[config.mk]
export PLATFORM = sky130hd
export DESIGN_NAME = wave_generator
export DESIGN_NICKNAME = d
export VERILOG_FILES = /design/src/rtl/wave_generator.sv
export SDC_FILE = /design/constraint.sdc
export NUM_CORES = 1
export LEC_CHECK = 0
export CAP_MARGIN = 20
export CORE_MARGIN = 2
export CORE_UTILIZATION = 40
export DETAILED_ROUTE_END_ITERATION = 6
export GPL_TIMING_DRIVEN = 0
export MAX_ROUTING_LAYER = met4
export PLACE_DENSITY = 0.66
export SYNTH_ARGS = -nofsm -noshare
export SYNTH_HDL_FRONTEND = slang
export SYNTH_SLANG_ARGS = --single-unit
[constraint.sdc]
create_clock -name clk -period 7.02 [get_ports clk]
set_input_delay 1.053 -clock clk [delete_from_list [all_inputs] [get_ports clk]]
set_output_delay 1.053 -clock clk [all_outputs]
set_load 0.01 [all_outputs]
[src/rtl/wave_generator.sv]
// Programmable waveform source: triangle, saw up/down and square between
// run-time limits, with step size, prescaler, enable and a period-start pulse.
module wave_generator #(
  parameter int WIDTH = 8,
  parameter int DIV_W = 16
) (
  input  logic             clk,
  input  logic             rst,
  input  logic             en,
  input  logic [1:0]       mode,
  input  logic [WIDTH-1:0] step,
  input  logic [WIDTH-1:0] lo,
  input  logic [WIDTH-1:0] hi,
  input  logic [DIV_W-1:0] div,
  output logic [WIDTH-1:0] wave,
  output logic             dir,
  output logic             wrap
);

  localparam logic [1:0] MODE_TRI   = 2'b00;
  localparam logic [1:0] MODE_SAWUP = 2'b01;
  localparam logic [1:0] MODE_SAWDN = 2'b10;
  localparam logic [1:0] MODE_SQR   = 2'b11;

  localparam logic [WIDTH-1:0] STEP_ONE = {{(WIDTH-1){1'b0}}, 1'b1};
  localparam logic [DIV_W-1:0] CNT_ONE  = {{(DIV_W-1){1'b0}}, 1'b1};

  logic [DIV_W-1:0] cnt_r;
  logic             tick_s;
  logic [WIDTH-1:0] step_eff_s;
  logic [WIDTH:0]   wave_ext_s;
  logic [WIDTH:0]   hi_ext_s;
  logic [WIDTH:0]   up_sum_s;
  logic [WIDTH:0]   dn_diff_s;
  logic [WIDTH:0]   lo_plus_s;
  logic [WIDTH-1:0] wave_nx_s;
  logic             dir_nx_s;
  logic             wrap_nx_s;

  // All limit arithmetic is one bit wider so wave can never wrap modulo 2^WIDTH.
  assign tick_s     = en && (cnt_r >= div);
  assign step_eff_s = (step == {WIDTH{1'b0}}) ? STEP_ONE : step;
  assign wave_ext_s = {1'b0, wave};
  assign hi_ext_s   = {1'b0, hi};
  assign up_sum_s   = wave_ext_s + {1'b0, step_eff_s};
  assign dn_diff_s  = wave_ext_s - {1'b0, step_eff_s};
  assign lo_plus_s  = {1'b0, lo} + {1'b0, step_eff_s};

  // Prescaler: counts enabled cycles, restarts on every tick, freezes when disabled.
  always_ff @(posedge clk) begin
    if (rst) begin
      cnt_r <= {DIV_W{1'b0}};
    end else if (en) begin
      if (cnt_r >= div) begin
        cnt_r <= {DIV_W{1'b0}};
      end else begin
        cnt_r <= cnt_r + CNT_ONE;
      end
    end else begin
      cnt_r <= cnt_r;
    end
  end

  // Next-sample decision: invalid limits, then clamp, then the per-mode rule.
  always_comb begin
    wave_nx_s = wave;
    dir_nx_s  = dir;
    wrap_nx_s = 1'b0;
    if (!tick_s) begin
      wave_nx_s = wave;
    end else if (lo >= hi) begin
      wave_nx_s = lo;
      dir_nx_s  = 1'b0;
    end else if (wave > hi) begin
      wave_nx_s = hi;
      dir_nx_s  = 1'b1;
    end else if (wave < lo) begin
      wave_nx_s = lo;
      dir_nx_s  = 1'b0;
    end else begin
      case (mode)
        MODE_TRI: begin
          if (!dir) begin
            if (up_sum_s >= hi_ext_s) begin
              wave_nx_s = hi;
              dir_nx_s  = 1'b1;
            end else begin
              wave_nx_s = up_sum_s[WIDTH-1:0];
            end
          end else begin
            // wave <= lo+step covers both undershoot and landing exactly on lo.
            if (wave_ext_s <= lo_plus_s) begin
              wave_nx_s = lo;
              dir_nx_s  = 1'b0;
              wrap_nx_s = 1'b1;
            end else begin
              wave_nx_s = dn_diff_s[WIDTH-1:0];
            end
          end
        end
        MODE_SAWUP: begin
          dir_nx_s = 1'b0;
          if (up_sum_s > hi_ext_s) begin
            wave_nx_s = lo;
            wrap_nx_s = 1'b1;
          end else begin
            wave_nx_s = up_sum_s[WIDTH-1:0];
          end
        end
        MODE_SAWDN: begin
          dir_nx_s = 1'b1;
          if (wave_ext_s < lo_plus_s) begin
            wave_nx_s = hi;
            wrap_nx_s = 1'b1;
          end else begin
            wave_nx_s = dn_diff_s[WIDTH-1:0];
          end
        end
        MODE_SQR: begin
          if (!dir) begin
            wave_nx_s = hi;
            dir_nx_s  = 1'b1;
          end else begin
            wave_nx_s = lo;
            dir_nx_s  = 1'b0;
            wrap_nx_s = 1'b1;
          end
        end
        default: begin
          wave_nx_s = wave;
          dir_nx_s  = dir;
          wrap_nx_s = 1'b0;
        end
      endcase
    end
  end

  // Output registers; wave, dir and wrap always update together.
  always_ff @(posedge clk) begin
    if (rst) begin
      wave <= {WIDTH{1'b0}};
      dir  <= 1'b0;
      wrap <= 1'b0;
    end else begin
      wave <= wave_nx_s;
      dir  <= dir_nx_s;
      wrap <= wrap_nx_s;
    end
  end

endmodule

==> impl_summary.md, run 1 <==
Floorplan
The die span in x is 107 microns. The die covers 0.0113 sq mm. The total area inside the core boundary comes to 0.0103 sq mm.

For this configuration, the core starts out at a cell density of 40.9%. The total number of placement rows is 37. The vertical die dimension is 107 microns. During I/O placement, the number of pins put on the boundary was 55.

Setup path
STA classifies the critical path startpoint as an input port. Along the worst path, the maximum fanout reaches 9. The worst register-to-register path begins at wave[3]$_SDFFE_PP0P_.

Data on the critical path arrives at its endpoint at 6.44 ns. The worst setup path startpoint is step[1]. The critical path class is in2reg. The required time of the worst setup path is 7.19 ns.

The worst setup path is captured at a register.

GRT
The first global-routing pass estimated 20500 microns of wire. The initial antenna violation count was 0. The total overflow left after global routing is 0. The global-route total usage across every layer is 23.2%. Entering global routing, the biggest net connects 15 pins. The via count of the first global-routing pass came to 4124.

Synth
The cell count after synthesis is 546. The warning count from the yosys run is 0. Summing every instance area after synthesis gives 0.00420 sq mm. The top flip-flop cell by instance count after synthesis is sky130_fd_sc_hd__dfxtp_1. Yosys mapped a number of flops with a built-in enable equal to 0. The count of different cell masters after synthesis is 60.

Synthesis produced a netlist with a net count of 673. The mean instance size in the synthesized netlist is 7.70 sq um. Synthesis inferred 26 register bits. The fraction of synthesis flops using an asynchronous set or reset pin is 0%.

Summing the sequential cell areas from Yosys gives 12.4% of the chip area.

Clock tree
CTS saw 26 sinks. The clock reaches the later pin of the worst-skew pair after 0.28 ns. The clock-pin slew on the worst setup and hold paths is 0.10 ns. Counting along the longest clock path gives a buffer depth of 2. In this run, post-CTS hold repair placed 0 buffers. The number of clock buffers inserted by TritonCTS is 3.

The buffers inserted during post-CTS setup optimization is 0. The cell at the root of the clock tree is sky130_fd_sc_hd__clkbuf_8. The H-tree depth reported by CTS is 1. The count of instances resized after the clock tree is built is 0. TritonCTS built the clock tree.

Timing
The final setup skew is 0.00467 ns. The final period utilization is 89.4%. Setup total negative slack on the finished layout was measured at 0 ns. The hold violation total from the final report is 0. The maximum frequency from static timing analysis is 159 MHz. At the pin with the least slew margin, the transition time is 0.799 ns. Across all hold checks on the routed design, the worst slack comes to 0.514 ns. The post-layout minimum cycle time is 6.27 ns. The final number of max-transition violations came to 0.

The worst pin sits at a relative slew slack of 46.6%. Across all setup checks in the final design, the least slack found is 0.746 ns. Setup repair after global routing left no endpoint under its margin. Setup violations remaining at the end of the flow were counted as 0.

Route
The count of TritonRoute iterations in the first routing pass is 5. In the routed layout, each cell is associated on average with a via count of 5.89. The number of DRC markers after the initial detailed-route iteration is 413. The wire length reported by the detailed router is 13100 microns. The detail-routed net length per standard cell is 17.7 microns.

The count of nets left with antenna violations once routing finished came out at 0. The number of vias in the routed layout is 4348. The number of remaining DRC errors is 0.

Cells and area
The layout-stage area growth over the synthesis result is 17.7%. The number of antenna diodes in the final layout is 0. The layout net count is 730. The fraction of layout cells with a size suffix above 1 is 3.82%.

Power
In this run the power density over the cells is 89.4 mW/mm^2. VDD sags by at most 59.6 uV. The analysis attributes to cell leakage a power of 2.25 nW.

Min path
The startpoint identified for the worst hold timing path is cnt_r[1]$_SDFFE_PP0P_. The path category of the worst min-delay check is reg2reg.

Placement
The final RePlAce weighted congestion is 0.983. The number of I/O port buffers is 52. The placement-stage worst setup slack is 0.508 ns. The wire-length estimate of the detail-placed layout is 10500 microns.

Flow run
The tool flagged a number of max-cap violations equal to 0.

Run status
The flow ran to the end, and the final reports show no timing, DRC or antenna violations.
synth_stat cells (4+ instances only):
cell	count	area, sq um
sky130_fd_sc_hd__nor2_1	37	139
sky130_fd_sc_hd__a22oi_1	5	37.5
sky130_fd_sc_hd__a2111oi_0	6	52.6
sky130_fd_sc_hd__or3_1	4	25.0
sky130_fd_sc_hd__o2111ai_1	6	52.6
sky130_fd_sc_hd__a21oi_1	30	150
sky130_fd_sc_hd__inv_1	54	203
sky130_fd_sc_hd__ha_1	79	988
sky130_fd_sc_hd__a31oi_1	4	25.0
sky130_fd_sc_hd__nor3_1	6	30.0
sky130_fd_sc_hd__o21ai_0	28	140
sky130_fd_sc_hd__nand2b_1	12	75.1
sky130_fd_sc_hd__or2_2	5	31.3
sky130_fd_sc_hd__nand4_1	9	56.3
sky130_fd_sc_hd__dfxtp_1	26	521
sky130_fd_sc_hd__o22ai_1	6	37.5
sky130_fd_sc_hd__o21a_1	5	37.5
sky130_fd_sc_hd__nor2b_1	12	75.1
sky130_fd_sc_hd__xnor2_1	15	131
sky130_fd_sc_hd__xor2_1	15	131
sky130_fd_sc_hd__o211ai_1	6	45.0
sky130_fd_sc_hd__o221ai_1	6	52.6
sky130_fd_sc_hd__mux2i_1	11	110
sky130_fd_sc_hd__and3_1	8	50.1
sky130_fd_sc_hd__nand3_1	18	90.1
sky130_fd_sc_hd__a21o_1	10	75.1
sky130_fd_sc_hd__o21bai_1	4	30.0
sky130_fd_sc_hd__nand2_1	34	128
sky130_fd_sc_hd__clkbuf_1	19	71.3
sky130_fd_sc_hd__a211oi_1	9	67.6
flip-flops by register name (all words and copies together) (netlist names):
register / cells
wave: 8
dir: 1
cnt_r: 16
wrap: 1
worst max-delay path, stage by stage:
cell and delay, ns:
sky130_fd_sc_hd__clkdlybuf4s50_1 0.72, sky130_fd_sc_hd__inv_1 0.18, sky130_fd_sc_hd__a41o_1 0.26, sky130_fd_sc_hd__ha_1 0.24, sky130_fd_sc_hd__fa_1 0.43, sky130_fd_sc_hd__a211oi_1 0.37
sky130_fd_sc_hd__o21bai_1 0.14, sky130_fd_sc_hd__a21oi_1 0.20, sky130_fd_sc_hd__xor2_1 0.16, sky130_fd_sc_hd__ha_1 0.27, sky130_fd_sc_hd__a2111oi_0 0.39, sky130_fd_sc_hd__o21ai_0 0.13
sky130_fd_sc_hd__o21ai_0 0.62, sky130_fd_sc_hd__nor2_2 0.24, sky130_fd_sc_hd__nand3_1 0.39, sky130_fd_sc_hd__o221ai_1 0.21, sky130_fd_sc_hd__a221oi_1 0.32, sky130_fd_sc_hd__o22ai_1 0.10
path summary, 6_finish.rpt:
check        slack [ns]                    end  depth (start not counted)
max                0.75   wave[0]$_SDFFE_PP0P_                         18
min                0.51  cnt_r[1]$_SDFFE_PP0P_                          2
max reg2reg        2.55   wave[3]$_SDFFE_PP0P_                         15
min reg2reg        0.51  cnt_r[1]$_SDFFE_PP0P_                          2
logic make-up (layout without fill, tap and decap cells):
family	count (synthesis)	in the layout	share of synthesized area, %
xor+xnor	30	30	6.25
flops	26	26	12.4
simple gates	160	160	19.3
buf+inv	76	132	7.03
mux	16	16	3.96
fa+ha+maj	82	82	24.9
compound gates	156	156	26.1
through the flow:
step	total power, mW	cells	cell area [sq um]	util [%]
floorplan	0.273	546	4200	-
global placement	0.335	734	4890	47.6
detailed placement	0.340	734	4890	47.6
CTS	0.441	738	4950	48.1
global route	0.466	738	4950	48.1
finish	0.442	738	4950	48.1
power breakdown:
group	switching, mW	total [mW]	internal, mW
Sequential	0.00119	0.150	0.149
Clock	0.0522	0.103	0.0503
Combinational	0.105	0.190	0.0849
metal layers:
layer	wire [microns]	share of wire, %	global-route usage [%]
met2	6120	47	39.3
met3	765	5.8	1.47
met5	0	0	-
met1	5870	45	29.9
met4	336	2.6	6.86
cell type report:
type	count	area, sq um
tap	136	170
clock buffer	4	55.1
sequential	26	520
multi-input combinational	444	3390
buffer	22	92.6
inverter	54	203
fill	1045	5330
timing repair buffer	52	520
layout by cell type (no fill, tap or decap), drive strengths merged, types with 6 or more instances in the layout:
cell type,instances
a2111oi,6
a211oi,11
a21o,10
a21oi,30
and3,8
clkbuf,23
clkdlybuf4s50,52
dfxtp,26
ha,79
inv,54
mux2i,11
nand2,34
nand2b,12
nand3,18
nand4,9
nor2,38
nor2b,12
nor3,6
o2111ai,6
o211ai,6
o21ai,29
o221ai,6
o22ai,6
xnor2,15
xor2,15
No activity file was read; power rests on OpenSTA's default activity.
==> run 2: changes to the inputs <==
Settings changed: CORE_ASPECT_RATIO set to 1.25, GPL_TIMING_DRIVEN 0 to unset.
==> impl_summary.md, run 2 (synthesized netlist as in run 1, its figures left out) <==
Clock tree
The buffers inserted during post-CTS setup optimization is 0 (unchanged). The number of buffers inserted for hold repair after clock tree synthesis came to 0 (unchanged). The clock tree buffer depth is 2 (unchanged). The insertion delay to the later sink of the worst-skew pair is 0.26 ns (was 0.28 ns). The TritonCTS clock tree is done (unchanged). The count of clock tree sinks is 26 (unchanged).

The H-tree depth reported by CTS came to 1 (unchanged). The count of instances resized after the clock tree is built came to 0 (unchanged). The clock-pin slew on the worst setup and hold paths was 0.06 ns (was 0.10 ns). The number of clock buffers inserted by TritonCTS is 3 (unchanged). The cell at the root of the clock tree is sky130_fd_sc_hd__clkbuf_16 (was sky130_fd_sc_hd__clkbuf_8).

Power
The largest voltage drop on the vdd net was 73.7 uV (was 59.6 uV). The total leakage power came to 2.23 nW (was 2.25 nW). The cell area power density came to 94.7 mW/mm^2 (was 89.4 mW/mm^2).

Route
The number of vias in the routed layout is 4264 (was 4348). The number of remaining DRC errors was 0 (unchanged). The wire length reported by the detailed router is 13400 microns (was 13100 microns). The detail-routed net length per standard cell is 18.9 microns (was 17.7 microns).

The number of nets with antenna violations after detailed routing came to 0 (unchanged). The count of TritonRoute iterations in the first routing pass is 5 (unchanged). The via density per instance is 6.00 (was 5.89). The number of DRC markers after the initial detailed-route iteration is 243 (was 413).

Setup path
The cell with the largest stage delay on the worst path is sky130_fd_sc_hd__clkdlybuf4s50_1 (unchanged). The required time of the worst setup path was 7.16 ns (was 7.19 ns). The critical path class was in2reg (unchanged). The maximum fanout along the worst path is 9 (unchanged). The startpoint type of the worst setup path is an input port (unchanged). The setup slack on the worst flop-to-flop path is 2.61 ns (was 2.55 ns). The worst reg-to-reg path cell count is 13 (was 15). The data arrival time at the worst-slack endpoint was 6.24 ns (was 6.44 ns).

The kind of end point of the critical path is a register (unchanged). The worst stage delay on the critical path is 0.65 ns (was 0.72 ns). Cells along the critical path: clkdlybuf4s50_1 > inv_1 > a41o_1 > ha_1 > fa_1 > a211oi_1 > o21bai_1 > a21oi_1 > xor2_1 > ha_1 > a2111oi_0 > o21ai_0 > o21ai_0 > nor2_2 > nand3_1 > o221ai_1 > a221oi_1 > o22ai_1 (unchanged).

Timing
The post-layout minimum cycle time is 6.10 ns (was 6.27 ns). The number of setup violations in the final report is 0 (unchanged). Setup repair after global routing missed its margin: no (unchanged). The slew at the pin closest to its max-slew limit was 0.788 ns (was 0.799 ns). The setup TNS after final layout is 0 ns (unchanged). The least setup slack across all paths after layout is 0.919 ns (was 0.746 ns).

The final number of max-transition violations is 0 (unchanged). The final setup skew is 0.00293 ns (was 0.00467 ns). The maximum frequency from static timing analysis is 164 MHz (was 159 MHz). The hold violation total from the final report was 0 (unchanged). The final period utilization is 86.9% (was 89.4%).

The final worst hold slack is 0.514 ns (about the same). The headroom to the max-slew limit is 47.2% (was 46.6%).

Floorplan
The vertical die dimension is 119 microns (was 107 microns). The die area is 0.0113 sq mm (about the same). The placeable core region is 0.0102 sq mm (was 0.0103 sq mm). The number of top-level pins is 55 (unchanged). The die span in x came to 95.7 microns (was 107 microns). The total number of placement rows is 41 (was 37). The starting density of the core is 41.4% (was 40.9%).

Placement
The area of placed instances is 0.00482 sq mm (was 0.00489 sq mm). The total placed cells including tap cells is 708 (was 734). The final RePlAce weighted congestion came to 0.998 (was 0.983). The placed wire-length estimate is 10900 microns (was 10500 microns).

The number of I/O port buffers came to 54 (was 52). The placement-stage worst setup slack is 0.767 ns (was 0.508 ns).

GRT
The global-route total usage across every layer is 24.1% (was 23.2%). The via count of the first global-routing pass is 4199 (was 4124). The largest net degree at the start of global routing is 20 (was 15).

The initial antenna violation count is 0 (unchanged). The total overflow reported by the global router is 0 (unchanged). The wire length of the first global-routing pass is 20600 microns (was 20500 microns).

Cells and area
Commonest cells after routing, fill and taps aside: sky130_fd_sc_hd__ha_1, sky130_fd_sc_hd__inv_1, sky130_fd_sc_hd__clkdlybuf4s50_1 (unchanged). The final cell area excluding filler cells is 0.00489 sq mm (was 0.00495 sq mm). Leading registers by flop count: cnt_r x16, wave x8 (unchanged). The layout-stage area growth over the synthesis result is 16.5% (was 17.7%). The layout net count is 711 (was 730). The layout filler cell count is 1034 (was 1045). The fraction of layout cells with a size suffix above 1 was 3.44% (was 3.82%). The number of standard cells in the final layout excluding fillers is 711 (was 738). The most common library cell in the layout ignoring fill and taps is sky130_fd_sc_hd__ha_1 (unchanged). The number of flip-flops in the largest register is 16 (unchanged). The register with the most flip-flops is cnt_r (unchanged). The antenna diode count is 0 (unchanged).

Flow run
The number of max-cap violations was 0 (unchanged).

Min path
The hold path depth was 2 (unchanged). The path category of the worst min-delay check is reg2reg (unchanged).

Run status
Status: completed (unchanged).
[run 2: worst paths after layout]
| path | startpoint | endpoint |
|---|---|---|
| max | step[1] | wave[0]$_SDFFE_PP0P_ |
| min | cnt_r[1]$_SDFFE_PP0P_ | cnt_r[1]$_SDFFE_PP0P_ |
| max reg2reg | wave[1]$_SDFFE_PP0P_ | wave[1]$_SDFFE_PP0P_ |
| min reg2reg | cnt_r[1]$_SDFFE_PP0P_ | cnt_r[1]$_SDFFE_PP0P_ |
[run 2: power breakdown]
| part | internal [mW] | total, mW | switching (mW) |
|---|---|---|---|
| sequential | 0.149 | 0.150 | 0.00131 |
| combinational | 0.0833 | 0.190 | 0.107 |
| clock | 0.0754 | 0.124 | 0.0482 |
[run 2: final cells by class]
class	instances	area, sq um	share of cell area [%]
multi-input cells	444	3390	69.2
inverters	54	203	4.14
well taps	129	161	3.30
repair buffers	55	548	11.2
flip-flops and latches	26	520	10.6
clock buffers	3	75.1	1.53
[run 2: per-stage QoR]
step / util (%) / power [mW]
final: 48.2 / 0.464
after global routing: 48.2 / 0.491
after CTS: 48.2 / 0.464
after detailed placement: 47.5 / 0.340
after global placement: 47.5 / 0.336
after floorplan: - / 0.273
[run 2: layer usage]
| layer | wire, microns | GRT usage (%) | vias up | part of all wire, % |
|---|---|---|---|---|
| met5 | 0 | - | - | 0 |
| li1 | - | - | 2087 | - |
| met2 | 6690 | 42.0 | 155 | 50 |
| met4 | 769 | 12.9 | 0 | 5.7 |
| met3 | 631 | 2.74 | 50 | 4.7 |
| met1 | 5320 | 26.1 | 1972 | 40 |
[run 2: critical path, delay by kind of cell]
kind | cells | cell delay [ns]
xor gates and xnor gates | 1 | 0.17
buffers and inverters | 2 | 0.82
and+or+nand+nor | 2 | 0.59
AOI/OAI and AO/OA | 10 | 2.68
adders and majority gates | 3 | 0.92
